### src/rtl/cpu_pkg.sv
// cpu_pkg: register-file geometry shared by the hazard, forwarding and register-file blocks
package cpu_pkg;
    localparam int REG_ADDR_W = 4;
    localparam int NUM_REGS   = 16;
    typedef logic [REG_ADDR_W-1:0] reg_idx_t;
    function automatic int pend_w(input int max_val);
        return (max_val < 1) ? 1 : $clog2(max_val + 1);
    endfunction
endpackage

### src/rtl/hazard_pend_counter.sv
// hazard_pend_counter: loadable down-counter tracking one register's outstanding load, frozen on memory stall
module hazard_pend_counter #(
    parameter int W = 2
) (
    input  logic         clk,
    input  logic         rst_n,
    input  logic         load,
    input  logic [W-1:0] load_val,
    input  logic         freeze,
    output logic [W-1:0] cnt
);
    always_ff @(posedge clk) begin
        if (!rst_n)
            cnt <= '0;
        else if (load)
            cnt <= load_val;
        else if (!freeze && cnt != '0)
            cnt <= cnt - W'(1);
    end
endmodule

### src/rtl/hazard_scoreboard_unit.sv
// hazard_scoreboard_unit: per-register pending-load scoreboard driving PC/IF-ID enables and ID/EX bubble
module hazard_scoreboard_unit
    import cpu_pkg::*;
#(
    parameter int REG_ADDR_W = cpu_pkg::REG_ADDR_W,
    parameter int NUM_REGS   = cpu_pkg::NUM_REGS,
    parameter int LOAD_LAT   = 1,
    parameter int BR_EXTRA   = 1,
    parameter bit ZERO_REG   = 1'b0,
    parameter int CNT_W      = 16
) (
    input  logic                  clk,
    input  logic                  rst_n,
    input  logic [REG_ADDR_W-1:0] ifid_rs,
    input  logic [REG_ADDR_W-1:0] ifid_rt,
    input  logic                  ifid_uses_rs,
    input  logic                  ifid_uses_rt,
    input  logic [REG_ADDR_W-1:0] ifid_rd,
    input  logic                  id_memread,
    input  logic                  id_br,
    input  logic                  id_flush,
    input  logic                  idex_regwrite,
    input  logic                  idex_memread,
    input  logic [REG_ADDR_W-1:0] idex_rd,
    input  logic                  mem_stall,
    output logic                  pc_write,
    output logic                  ifid_write,
    output logic                  controls_clear,
    output logic [CNT_W-1:0]      stall_count
);
    localparam int PW = pend_w(LOAD_LAT + BR_EXTRA);
    localparam int NR = 2 ** REG_ADDR_W;
    localparam logic [PW-1:0] SET_V = PW'(LOAD_LAT + BR_EXTRA);
    localparam logic [PW-1:0] BR_V  = PW'(BR_EXTRA);

    logic [PW-1:0] pend [NR];
    logic hz_rs, hz_rt, hz, issue, bubble;

    function automatic logic src_hz(input logic [REG_ADDR_W-1:0] s, input logic [PW-1:0] p);
        return !(ZERO_REG && s == '0) &&
               ((p > BR_V) || (id_br && p != '0) ||
                (id_br && idex_regwrite && !idex_memread && idex_rd == s));
    endfunction

    // Out-of-range and hardwired-zero slots are tied to 0 so every index reads a defined value
    for (genvar g = 0; g < NR; g++) begin : g_pend
        if (g < NUM_REGS && !(ZERO_REG && g == 0)) begin : g_cnt
            hazard_pend_counter #(.W(PW)) u_cnt (
                .clk      (clk),
                .rst_n    (rst_n),
                .load     (issue && ifid_rd == REG_ADDR_W'(g)),
                .load_val (SET_V),
                .freeze   (mem_stall),
                .cnt      (pend[g])
            );
        end else begin : g_zero
            assign pend[g] = '0;
        end
    end

    assign hz_rs  = ifid_uses_rs && src_hz(ifid_rs, pend[ifid_rs]);
    assign hz_rt  = ifid_uses_rt && src_hz(ifid_rt, pend[ifid_rt]);
    assign hz     = hz_rs || hz_rt;
    assign issue  = rst_n && id_memread && !hz && !mem_stall && !id_flush;
    assign bubble = rst_n && !mem_stall && !id_flush && hz;

    assign pc_write       = rst_n && !mem_stall && !bubble;
    assign ifid_write     = rst_n && !mem_stall && !bubble;
    assign controls_clear = !rst_n || bubble;

    always_ff @(posedge clk) begin
        if (!rst_n)
            stall_count <= '0;
        else if (bubble && stall_count != '1)
            stall_count <= stall_count + CNT_W'(1);
    end
endmodule

### config.mk
export PLATFORM = sky130hd
export DESIGN_NAME = hazard_scoreboard_unit
export DESIGN_NICKNAME = d
export VERILOG_FILES = /design/src/rtl/cpu_pkg.sv /design/src/rtl/hazard_pend_counter.sv /design/src/rtl/hazard_scoreboard_unit.sv
export SDC_FILE = /design/constraint.sdc
export NUM_CORES = 1
export LEC_CHECK = 0
export CAP_MARGIN = 20
export CORE_MARGIN = 4
export CORE_UTILIZATION = 40
export CTS_CLUSTER_SIZE = 28
export DETAILED_ROUTE_END_ITERATION = 8
export SLEW_MARGIN = 20
export SYNTH_ARGS = -nofsm -noshare
export SYNTH_HDL_FRONTEND = slang
export SYNTH_SLANG_ARGS = --single-unit
### constraint.sdc
create_clock -name clk -period 4.1 [get_ports clk]
set_input_delay 0.615 -clock clk [delete_from_list [all_inputs] [get_ports clk]]
set_output_delay 0.615 -clock clk [all_outputs]
set_load 0.05 [all_outputs]
==> results of run 1 <==
-- state kept, by name, indices dropped and copies added (netlist names) --
name / count
stall_count: 16
g_pend.g_cnt.u_cnt.cnt: 32
-- critical path: cells and delay by family --
| kind | cells | cell delay, ns |
|---|---|---|
| buffers and inverters | 2 | 0.87 |
| muxes | 1 | 0.55 |
| AOI/OAI and AO/OA | 3 | 0.95 |
| and+or+nand+nor | 1 | 0.29 |
-- power groups by stage --
stage / sequential, mW / combinational, mW / clock (mW)
final: 0.571 / 0.369 / 0.292
after global routing: 0.578 / 0.420 / 0.321
after CTS: 0.570 / 0.373 / 0.307
after detailed placement: 0.581 / 0.370 / 0
after global placement: 0.579 / 0.357 / 0
after floorplan: 0.558 / 0.290 / 0
-- how the worst max path moves through the flow --
| stage | from | end | slack, ns | cells after the start |
|---|---|---|---|---|
| 2_1_floorplan | ifid_rs[0] | pc_write | 0.21 | 8 |
| 6_report | ifid_rs[0] | pc_write | 0.21 | 7 |
| 5_1_grt | ifid_rs[0] | pc_write | 0.04 | 8 |
| 3_3_place_gp | ifid_rs[0] | ifid_write | 0.22 | 7 |
| 3_5_place_dp | ifid_rs[0] | pc_write | 0.21 | 7 |
| 4_1_cts | ifid_rs[0] | pc_write | 0.19 | 7 |
-- synth_stat cells (10+ instances only) --
| library cell | number |
|---|---|
| dfxtp_1 | 48 |
| nor2_1 | 42 |
| inv_1 | 37 |
| a21oi_1 | 25 |
| xnor2_1 | 24 |
| nor3_1 | 22 |
| nand4_1 | 20 |
| o21a_1 | 20 |
| ha_1 | 17 |
| nor2_2 | 16 |
| mux4_2 | 14 |
| nand2_1 | 13 |
| nand3_1 | 10 |
-- metal layers --
metal	global-route usage [%]	up-vias	part of all wire, %
met5	0	-	0
met1	25.5	1357	50
met4	4.31	0	1.5
li1	-	1456	-
met3	2.93	10	5.6
met2	25.1	68	43
-- final cells by class --
class / instances / share of cell area [%]
multi-input combinational: 281 / 52.3
sequential: 48 / 24.4
timing repair buffer: 57 / 14.1
inverter: 38 / 3.63
tap: 102 / 3.24
clock buffer: 6 / 1.84
clock inverter: 2 / 0.413
-- placed cells by master (no fill, tap or decap), types with 3 or more instances in the layout --
cell type        instances
a21oi_1                 24
and2_1                   3
buf_4                   14
clkbuf_8                 5
clkdlybuf4s50_1         41
dfxtp_1                 48
ha_1                    17
inv_1                   37
mux2i_1                  4
mux4_2                  14
nand2_1                 13
nand3_1                 10
nand3b_1                 3
nand4_1                 20
nor2_1                  42
nor2_2                  16
nor2b_1                  6
nor3_1                  22
o21a_1                  20
o21ai_0                  3
o31ai_1                  6
or4_1                    5
xnor2_1                 24
xor2_1                   3
-- cells by family after synthesis --
logic type               count (synthesis)  share of synthesized area (%)
AO/OA/AOI/OAI                           70                           14.5
XOR/XNOR                                27                           7.25
adder cells (fa/ha/maj)                 17                           6.52
buffers and inverters                   56                           7.52
flip-flops                              48                           29.5
multiplexers                            20                           11.6
AND/OR/NAND/NOR                        147                           23.2
-- metrics by stage --
step | hold slack [ns] | power (mW) | instance area (µm²)
detailed placement | 0.487 | 0.951 | 3840
global placement | 0.481 | 0.937 | 3840
CTS | 0.501 | 1.25 | 3930
finish | 0.503 | 1.23 | 3930
global route | 0.524 | 1.32 | 3930
floorplan | 0.538 | 0.848 | 3260
==> metrics.yaml, run 1 <==
ys_ff_latch: 48
comb_power_share_pct: 30.0
fin_nets: 474
timing_worst_slew_pin_value_ns: 0.694
h-tree-depth: 2
clkSinkCount: 48
period_share_pct: 94.9
initial_core_util_pct: 41.8
synth_fp_nets: 428
ys.flop_type: "dfxtp_1"
gp_congestion: 0.870
startpoint_type: "input pin"
cts_hold_buf: 0
power_frac_seq_pct: 46.4
syn_area_um2: 3260
outcome: "finished, final reports clean"
setup_tns_ns: 0
multiInputGateArea_um2: 2060
crit_path_cell_trace: "clkdlybuf4s50_1 > mux4_2 > a22o_1 > o41a_1 > or2_1 > a21oi_2 > buf_12"
syn_to_final_growth_pct: 20.6
clk_pin_slew_worst_paths_ns: 0.10
fillers: 766
final_antenna_net_count: 0
ctsResizeCount: 0
fin_crit_ns: 3.89
end_kind: "primary output"
finClkSkew_ns: 0.0121
netSwitchingPower_uw: 410
grt_max_degree: 24
ys_seq_area_share_pct: 29.5
routed_via_density: 5.41
syn_area_per_cell_um2: 8.47
ir_drop_uv: 175
clock_power_share_pct: 23.7
die_h_um: 98.3
clockBufferDepth: 2
finalWorstSetupSlack_ns: 0.211
synth-async-reset-ratio_pct: 0
setup_violations: 0
cp.required_ns: 3.48
numCtsBuffers: 5
netlist_top_cells_area: "dfxtp_1, mux4_2, ha_1, xnor2_1, nor2_1"
diodes: 0
p_int_uw: 821
cts_tree: "done"
dpl.hpwl_um: 6360
grt_pass1_wl_um: 13400
drt_iter0_drc: 148
cts_setup_buffers: 0
dpl_worst_slack_ns: 0.206
r2r_start: "g_pend[9].g_cnt.u_cnt.cnt[1]"
rr_endpoint: "stall_count[15]"
synth_area_leader_cell: "dfxtp_1"
max_freq_ghz: 0.257
rsz0062_at_grt: "false"
antenna_found_initial: 0
whs_endpoint: "stall_count[9]"
num_io_pins: 45
dieWidth_um: 98.3
worst_r2r_path_depth: 7
max-cap-violations: 0
via_count: 2891
final_util_pct: 50.4
core_um2: 7810
wl_per_cell_um: 15.1
hold_violations: 0
clk_latency_ns: 0.31
r2r_setup_slack_ns: 1.47
cellPowerDensity_nw_per_um2: 313
grt_pass1_vias: 2656
regArea_um2: 961
hold_depth: 2
worstPathArrival_ns: 3.27
p_sw_share_pct: 33.3
synth_edf_count: 0
final_cells: 534
yosysTopAreaCellShare_pct: 29.5
final_layout_size_suffix_gt1_share_pct: 13.4
placed_cells: 526
wirelength_um: 8090
drt_first_pass_iters: 4
grt_usage_pct: 16.9
drv_slew: 0
slew_headroom_pct: 53.6
synth_cell_type_count: 47
std_cell_rows: 32
worstHoldStart: "stall_count[9]"
cp_slowest_stage_delay_ns: 0.69
critPathMaxFanout: 6
holdCritPathClass: "reg -> reg"
cts-root-buf: "clkbuf_8"
drc: 0
slowest_stage: "clkdlybuf4s50_1"
crit_type: "in -> out"
overflow: 0
power.leakage_nw: 1.33
io_buffers: 44
dieArea_um2: 9660
synth_cells: 385
ys_warn_count: 0
Power figures use the tool's default switching activity.
==> run 2: changes to the inputs <==
--- a/config.mk
+++ b/config.mk
@@ -6,6 +6,7 @@
 export NUM_CORES = 1
 export LEC_CHECK = 0
 export CAP_MARGIN = 20
+export CORE_ASPECT_RATIO = 0.8
 export CORE_MARGIN = 4
 export CORE_UTILIZATION = 40
 export CTS_CLUSTER_SIZE = 28
==> constraint.sdc (replaced) <==
create_clock -name clk -period 4.1 [get_ports clk]
set_input_delay 0.41 -clock clk [delete_from_list [all_inputs] [get_ports clk]]
set_output_delay 0.41 -clock clk [all_outputs]
set_load 0.05 [all_outputs]
==> run 2 against run 1 <==
Core utilization down 1.1 points. Final cell count unchanged. Clock power up 13%. Via count down 0.24%. Flip-flop and latch count unchanged.
==> metrics.yaml, run 2 (synthesis gave the netlist of run 1 again) <==
clk_pin_slew_worst_paths_ns: 0.09  # about the same
startpoint_type: "input pin"
rsz0062_at_grt: "false"
gp_congestion: 0.850  # -2.3%
final_antenna_net_count: 0  # unchanged
std_cell_rows: 29  # -9.4%
setup_violations: 0  # unchanged
dieArea_um2: 9670  # about the same
power.leakage_nw: 1.32  # -0.89%
dpl.hpwl_um: 6530  # +2.6%
via_count: 2884  # -0.24%
wirelength_um: 8440  # +4.4%
grt_pass1_vias: 2693  # +1.4%
final_layout_size_suffix_gt1_share_pct: 12.2  # -1.2 points
holdCritPathClass: "reg -> reg"
largest_reg_flops: 32  # unchanged
drc: 0  # unchanged
cts_tree: "done"
cp.required_ns: 3.69  # +0.21 ns
antenna_found_initial: 0  # unchanged
io_buffers: 44  # unchanged
syn_to_final_growth_pct: 20.1
grt_usage_pct: 18.7  # +1.7 points
routed_via_density: 5.40  # -0.24%
hold_violations: 0  # unchanged
max-cap-violations: 0  # unchanged
h-tree-depth: 2  # unchanged
outcome: "finished, final reports clean"
cellPowerDensity_nw_per_um2: 323  # +3.3%
ir_drop_uv: 189  # +8.3%
largestRegisters: "g_pend.g_cnt.u_cnt.cnt: 32 flops, stall_count: 16 flops"
max_flop_register: "g_pend.g_cnt.u_cnt.cnt"
core_um2: 7950  # +1.8%
cts_setup_buffers: 0  # unchanged
worstPathArrival_ns: 3.35  # +0.08 ns
overflow: 0  # unchanged
grt_pass1_wl_um: 13800  # +3.5%
final_util_pct: 49.3  # -1.1 points
drv_slew: 0  # unchanged
max_freq_ghz: 0.266  # +3.5%
timing_worst_slew_pin_value_ns: 0.875  # +0.181 ns
finClkSkew_ns: 0.0163  # +0.00418 ns
fin_nets: 470  # -0.84%
die_h_um: 88.8  # -9.7%
critPathMaxFanout: 6  # unchanged
dpl_worst_slack_ns: 0.347  # +0.141 ns
grt_max_degree: 28  # +17%
cts-root-buf: "clkbuf_8"
fin_hold_ws_ns: 0.509  # +0.00557 ns
initial_core_util_pct: 41.0  # -0.73 points
clk_latency_ns: 0.30  # about the same
crit_path_cell_trace: "clkdlybuf4s50_1 > mux4_2 > a22oi_1 > a31oi_1 > o41a_1 > or2_1 > a21oi_1 > buf_12"
diodes: 0  # unchanged
fin_crit_ns: 3.76  # -0.131 ns
ctsResizeCount: 0  # unchanged
drt_first_pass_iters: 4  # unchanged
clkSinkCount: 48  # unchanged
end_kind: "primary output"
layout_commonest_cell: "dfxtp_1"
slew_headroom_pct: 41.3  # -12 points
cts_hold_buf: 0  # unchanged
dieWidth_um: 109  # +11%
num_io_pins: 45  # unchanged
slowest_stage: "clkdlybuf4s50_1"
crit_type: "in -> out"
setup_tns_ns: 0  # unchanged
drt_iter0_drc: 134  # -9.5%
wl_per_cell_um: 15.8  # +4.4%
cp_slowest_stage_delay_ns: 0.69  # about the same
layout_common_cells: "dfxtp_1, nor2_1, clkdlybuf4s50_1, inv_1, a21oi_1"
period_share_pct: 91.7  # -3.2 points
clockBufferDepth: 2  # unchanged
finalWorstSetupSlack_ns: 0.341  # +0.131 ns
numCtsBuffers: 5  # unchanged
[run 2: cell count changes in the layout (fill, tap and decap cells not counted), sizes merged]
| cell | before | now |
|---|---|---|
| clkbuf | 6 | 5 |
| clkinv | 2 | 1 |
| buf | 16 | 12 |
| clkinvlp | 1 | 0 |
| bufinv | 0 | 1 |
[run 2: cell type report]
type | count | area, µm²
timing repair buffer | 53 | 526
inverter | 38 | 143
fill | 780 | 4030
clock buffer | 5 | 68.8
multi-input combinational | 281 | 2050
sequential | 48 | 961
clock inverter | 1 | 30.0
tap | 108 | 135
[run 2: power by group]
group          total (mW)  switching, mW  internal [mW]
clock network       0.330          0.154          0.175
logic               0.366          0.182          0.184
registers           0.570         0.0579          0.512
[run 2: routing by layer]
| metal | vias to the layer above | share of wire, % | track usage [%] |
|---|---|---|---|
| met5 | - | 0 | 0 |
| met1 | 1379 | 50 | 27.3 |
| met2 | 49 | 45 | 28.9 |
| li1 | 1447 | - | - |
| met3 | 9 | 3.3 | 2.70 |
| met4 | 0 | 1.3 | 4.70 |
[run 2: worst paths after layout]
| check | start | end | slack, ns | cells past startpoint |
|---|---|---|---|---|
| max reg2reg | stall_count[5] | stall_count[7] | 1.41 | 7 |
| min reg2reg | stall_count[11] | stall_count[11] | 0.51 | 2 |
| max | ifid_rs[0] | pc_write | 0.34 | 8 |
| min | stall_count[11] | stall_count[11] | 0.51 | 2 |
[run 2: through the flow]
stage	power, mW	instance area [µm²]	instances
final	1.27	3920	534
after detailed placement	0.947	3820	528
after global placement	0.934	3820	528
after CTS	1.27	3920	534
after global routing	1.34	3920	534
after floorplan	0.847	3260	385
[run 2: worst max-delay path: cells and delay by family]
family                 cells  cell delay, ns
AND/OR/NAND/NOR            1            0.32
multiplexers               1            0.55
buffers and inverters      2            0.89
AO/OA/AOI/OAI              4            1.17
==> run 3: changes to the inputs <==
--- a/config.mk
+++ b/config.mk
@@ -11,6 +11,7 @@
 export CORE_UTILIZATION = 40
 export CTS_CLUSTER_SIZE = 28
 export DETAILED_ROUTE_END_ITERATION = 8
+export SETUP_SLACK_MARGIN = 0.15
 export SLEW_MARGIN = 20
 export SYNTH_ARGS = -nofsm -noshare
 export SYNTH_HDL_FRONTEND = slang
==> constraint.sdc (replaced) <==
create_clock -name clk -period 4.25 [get_ports clk]
set_input_delay 0.425 -clock clk [delete_from_list [all_inputs] [get_ports clk]]
set_output_delay 0.425 -clock clk [all_outputs]
set_load 0.05 [all_outputs]
==> run 3 against run 2 <==
Clock power shrank 12%. Largest cell class unchanged. Largest power group unchanged. Count of clock-buffer cells in the layout is 2 higher. Critical path type unchanged. Final cell count stayed put. Non-clock buffer count shrank 2. Flip-flop and latch count did not move. Core utilization is 0.25 points lower.
==> metrics.yaml, run 3 (synthesis gave the netlist of run 1 again) <==
io_buffers: 44  # unchanged
grt_usage_pct: 18.5  # -0.15 points
largestRegisters: "g_pend.g_cnt.u_cnt.cnt: 32 flops, stall_count: 16 flops"
syn_to_final_growth_pct: 19.5
cellPowerDensity_nw_per_um2: 305  # -5.5%
cts_hold_buf: 0  # unchanged
cp.required_ns: 3.83  # +0.14 ns
largest_reg_flops: 32  # unchanged
drt_first_pass_iters: 4  # unchanged
max-cap-violations: 0  # unchanged
wirelength_um: 8360  # -1.0%
holdCritPathClass: "reg -> reg"
via_count: 2849  # -1.2%
grt_max_degree: 28  # unchanged
cts-root-buf: "clkbuf_8"
clkSinkCount: 48  # unchanged
numCtsBuffers: 5  # unchanged
highest_layer: "met4"
dr_wl_met3_um: 186  # -32%
crit_path_cell_trace: "clkdlybuf4s50_1 > mux4_2 > a22o_1 > o41a_1 > or2_1 > a21oi_1 > buf_12"
ctsResizeCount: 0  # unchanged
initial_core_util_pct: 41.0  # unchanged
final_antenna_net_count: 0  # unchanged
r2r_setup_slack_ns: 1.52  # +0.11 ns
num_io_pins: 45  # unchanged
slew_headroom_pct: 39.3  # -2.0 points
r2r_start: "stall_count[5]"
end_kind: "primary output"
dpl.hpwl_um: 6490  # -0.61%
dieArea_um2: 9670  # unchanged
routed_via_density: 5.34  # -1.2%
setup_violations: 0  # unchanged
power_mw: 1.19  # -6.0%
period_share_pct: 91.4
clk_pin_slew_worst_paths_ns: 0.09  # about the same
met1Wirelength_um: 4280  # +0.73%
outcome: "finished, final reports clean"
hold_violations: 0  # unchanged
critPathLaunch: "ifid_rs[0]"
layout_commonest_cell: "dfxtp_1"
rr_endpoint: "stall_count[7]"
cts_setup_buffers: 0  # unchanged
cp_slowest_stage_delay_ns: 0.78  # +0.09 ns
grt_pass1_vias: 2709  # +0.59%
fin_hold_ws_ns: 0.504  # -0.00453 ns
fillers: 764  # -2.1%
timing_worst_slew_pin_value_ns: 0.905  # +0.0303 ns
drv_slew: 0  # unchanged
rsz0062_at_grt: "false"
grt_pass1_wl_um: 14000  # +0.95%
die_h_um: 88.8  # unchanged
wl_met2_um: 3840  # +1.0%
layout_common_cells: "dfxtp_1, nor2_1, clkdlybuf4s50_1, inv_1, a21oi_1"
critPathMaxFanout: 10  # +4
finClkSkew_ns: 0.00974  # -0.00657 ns
worst_r2r_path_depth: 7  # unchanged
endpoint: "pc_write"
max_freq_ghz: 0.258
clockBufferDepth: 2  # unchanged
std_cell_rows: 29  # unchanged
crit_type: "in -> out"
max_flop_register: "g_pend.g_cnt.u_cnt.cnt"
h-tree-depth: 2  # unchanged
ir_drop_uv: 130  # -31%
worstPathArrival_ns: 3.46  # +0.11 ns
fin_crit_ns: 3.88
diodes: 0  # unchanged
drt_iter0_drc: 177  # +32%
startpoint_type: "input pin"
drc: 0  # unchanged
final_layout_size_suffix_gt1_share_pct: 12.0  # -0.23 points
clk_latency_ns: 0.30  # about the same
cts_tree: "done"
fin_nets: 468  # -0.43%
overflow: 0  # unchanged
slowest_stage: "clkdlybuf4s50_1"
core_um2: 7950  # unchanged
wl_per_cell_um: 15.7  # -1.0%
power.leakage_nw: 1.30  # -1.2%
setup_tns_ns: 0  # unchanged
gp_congestion: 0.855  # +0.56%
dieWidth_um: 109  # unchanged
antenna_found_initial: 0  # unchanged
[run 3: cell count changes in the layout (fill, tap and decap cells not counted), sizes merged]
cell / delta
bufinv: -1
buf: -2
clkbuf: +2
clkinvlp: +1
[run 3: report_power, final]
part           switching, mW  internal, mW  total (mW)  leakage (nW)
logic                  0.175         0.176       0.352         0.868
registers             0.0544         0.494       0.548         0.389
clock network          0.157         0.133       0.290        0.0445
total                  0.387         0.803        1.19          1.30
[run 3: final cells by class]
cell class              count  area [µm²]  area share [%]
clock inverters             1        7.51           0.193
repair buffers             51         510            13.1
well taps                 108         135            3.47
inverters                  38         143            3.66
multi-input cells         281        2050            52.7
flip-flops and latches     48         961            24.7
clock buffers               7        86.3            2.22
[run 3: worst min path at each step]
| stage | from | slack [ns] | end | cells after the start |
|---|---|---|---|---|
| 6_report | stall_count[9] | 0.50 | stall_count[9] | 2 |
| 3_5_place_dp | stall_count[9] | 0.49 | stall_count[9] | 2 |
| 3_3_place_gp | stall_count[9] | 0.47 | stall_count[9] | 2 |
| 2_1_floorplan | g_pend[13].g_cnt.u_cnt.cnt[0] | 0.54 | g_pend[13].g_cnt.u_cnt.cnt[0] | 2 |
| 4_1_cts | stall_count[9] | 0.51 | stall_count[9] | 2 |
| 5_1_grt | stall_count[9] | 0.53 | stall_count[9] | 2 |
[run 3: critical path: cells and delay by family]
| family | cells | cell delay, ns |
|---|---|---|
| AO/OA/AOI/OAI | 3 | 1.15 |
| AND/OR/NAND/NOR | 1 | 0.31 |
| multiplexers | 1 | 0.58 |
| buffers and inverters | 2 | 0.98 |
[run 3: routing by layer]
layer | global-route usage [%] | vias up
li1 | - | 1443
met1 | 27.0 | 1367
met2 | 29.7 | 34
met3 | 2.41 | 5
met4 | 3.21 | 0
met5 | 0 | -
[run 3: through the flow]
step,instance area (µm²),util (%),setup slack [ns],instances
CTS,3900,49.0,0.327,534
global placement,3800,47.9,0.357,526
floorplan,3260,-,0.419,385
global route,3900,49.0,0.209,534
detailed placement,3800,47.9,0.332,526
finish,3900,49.0,0.368,534
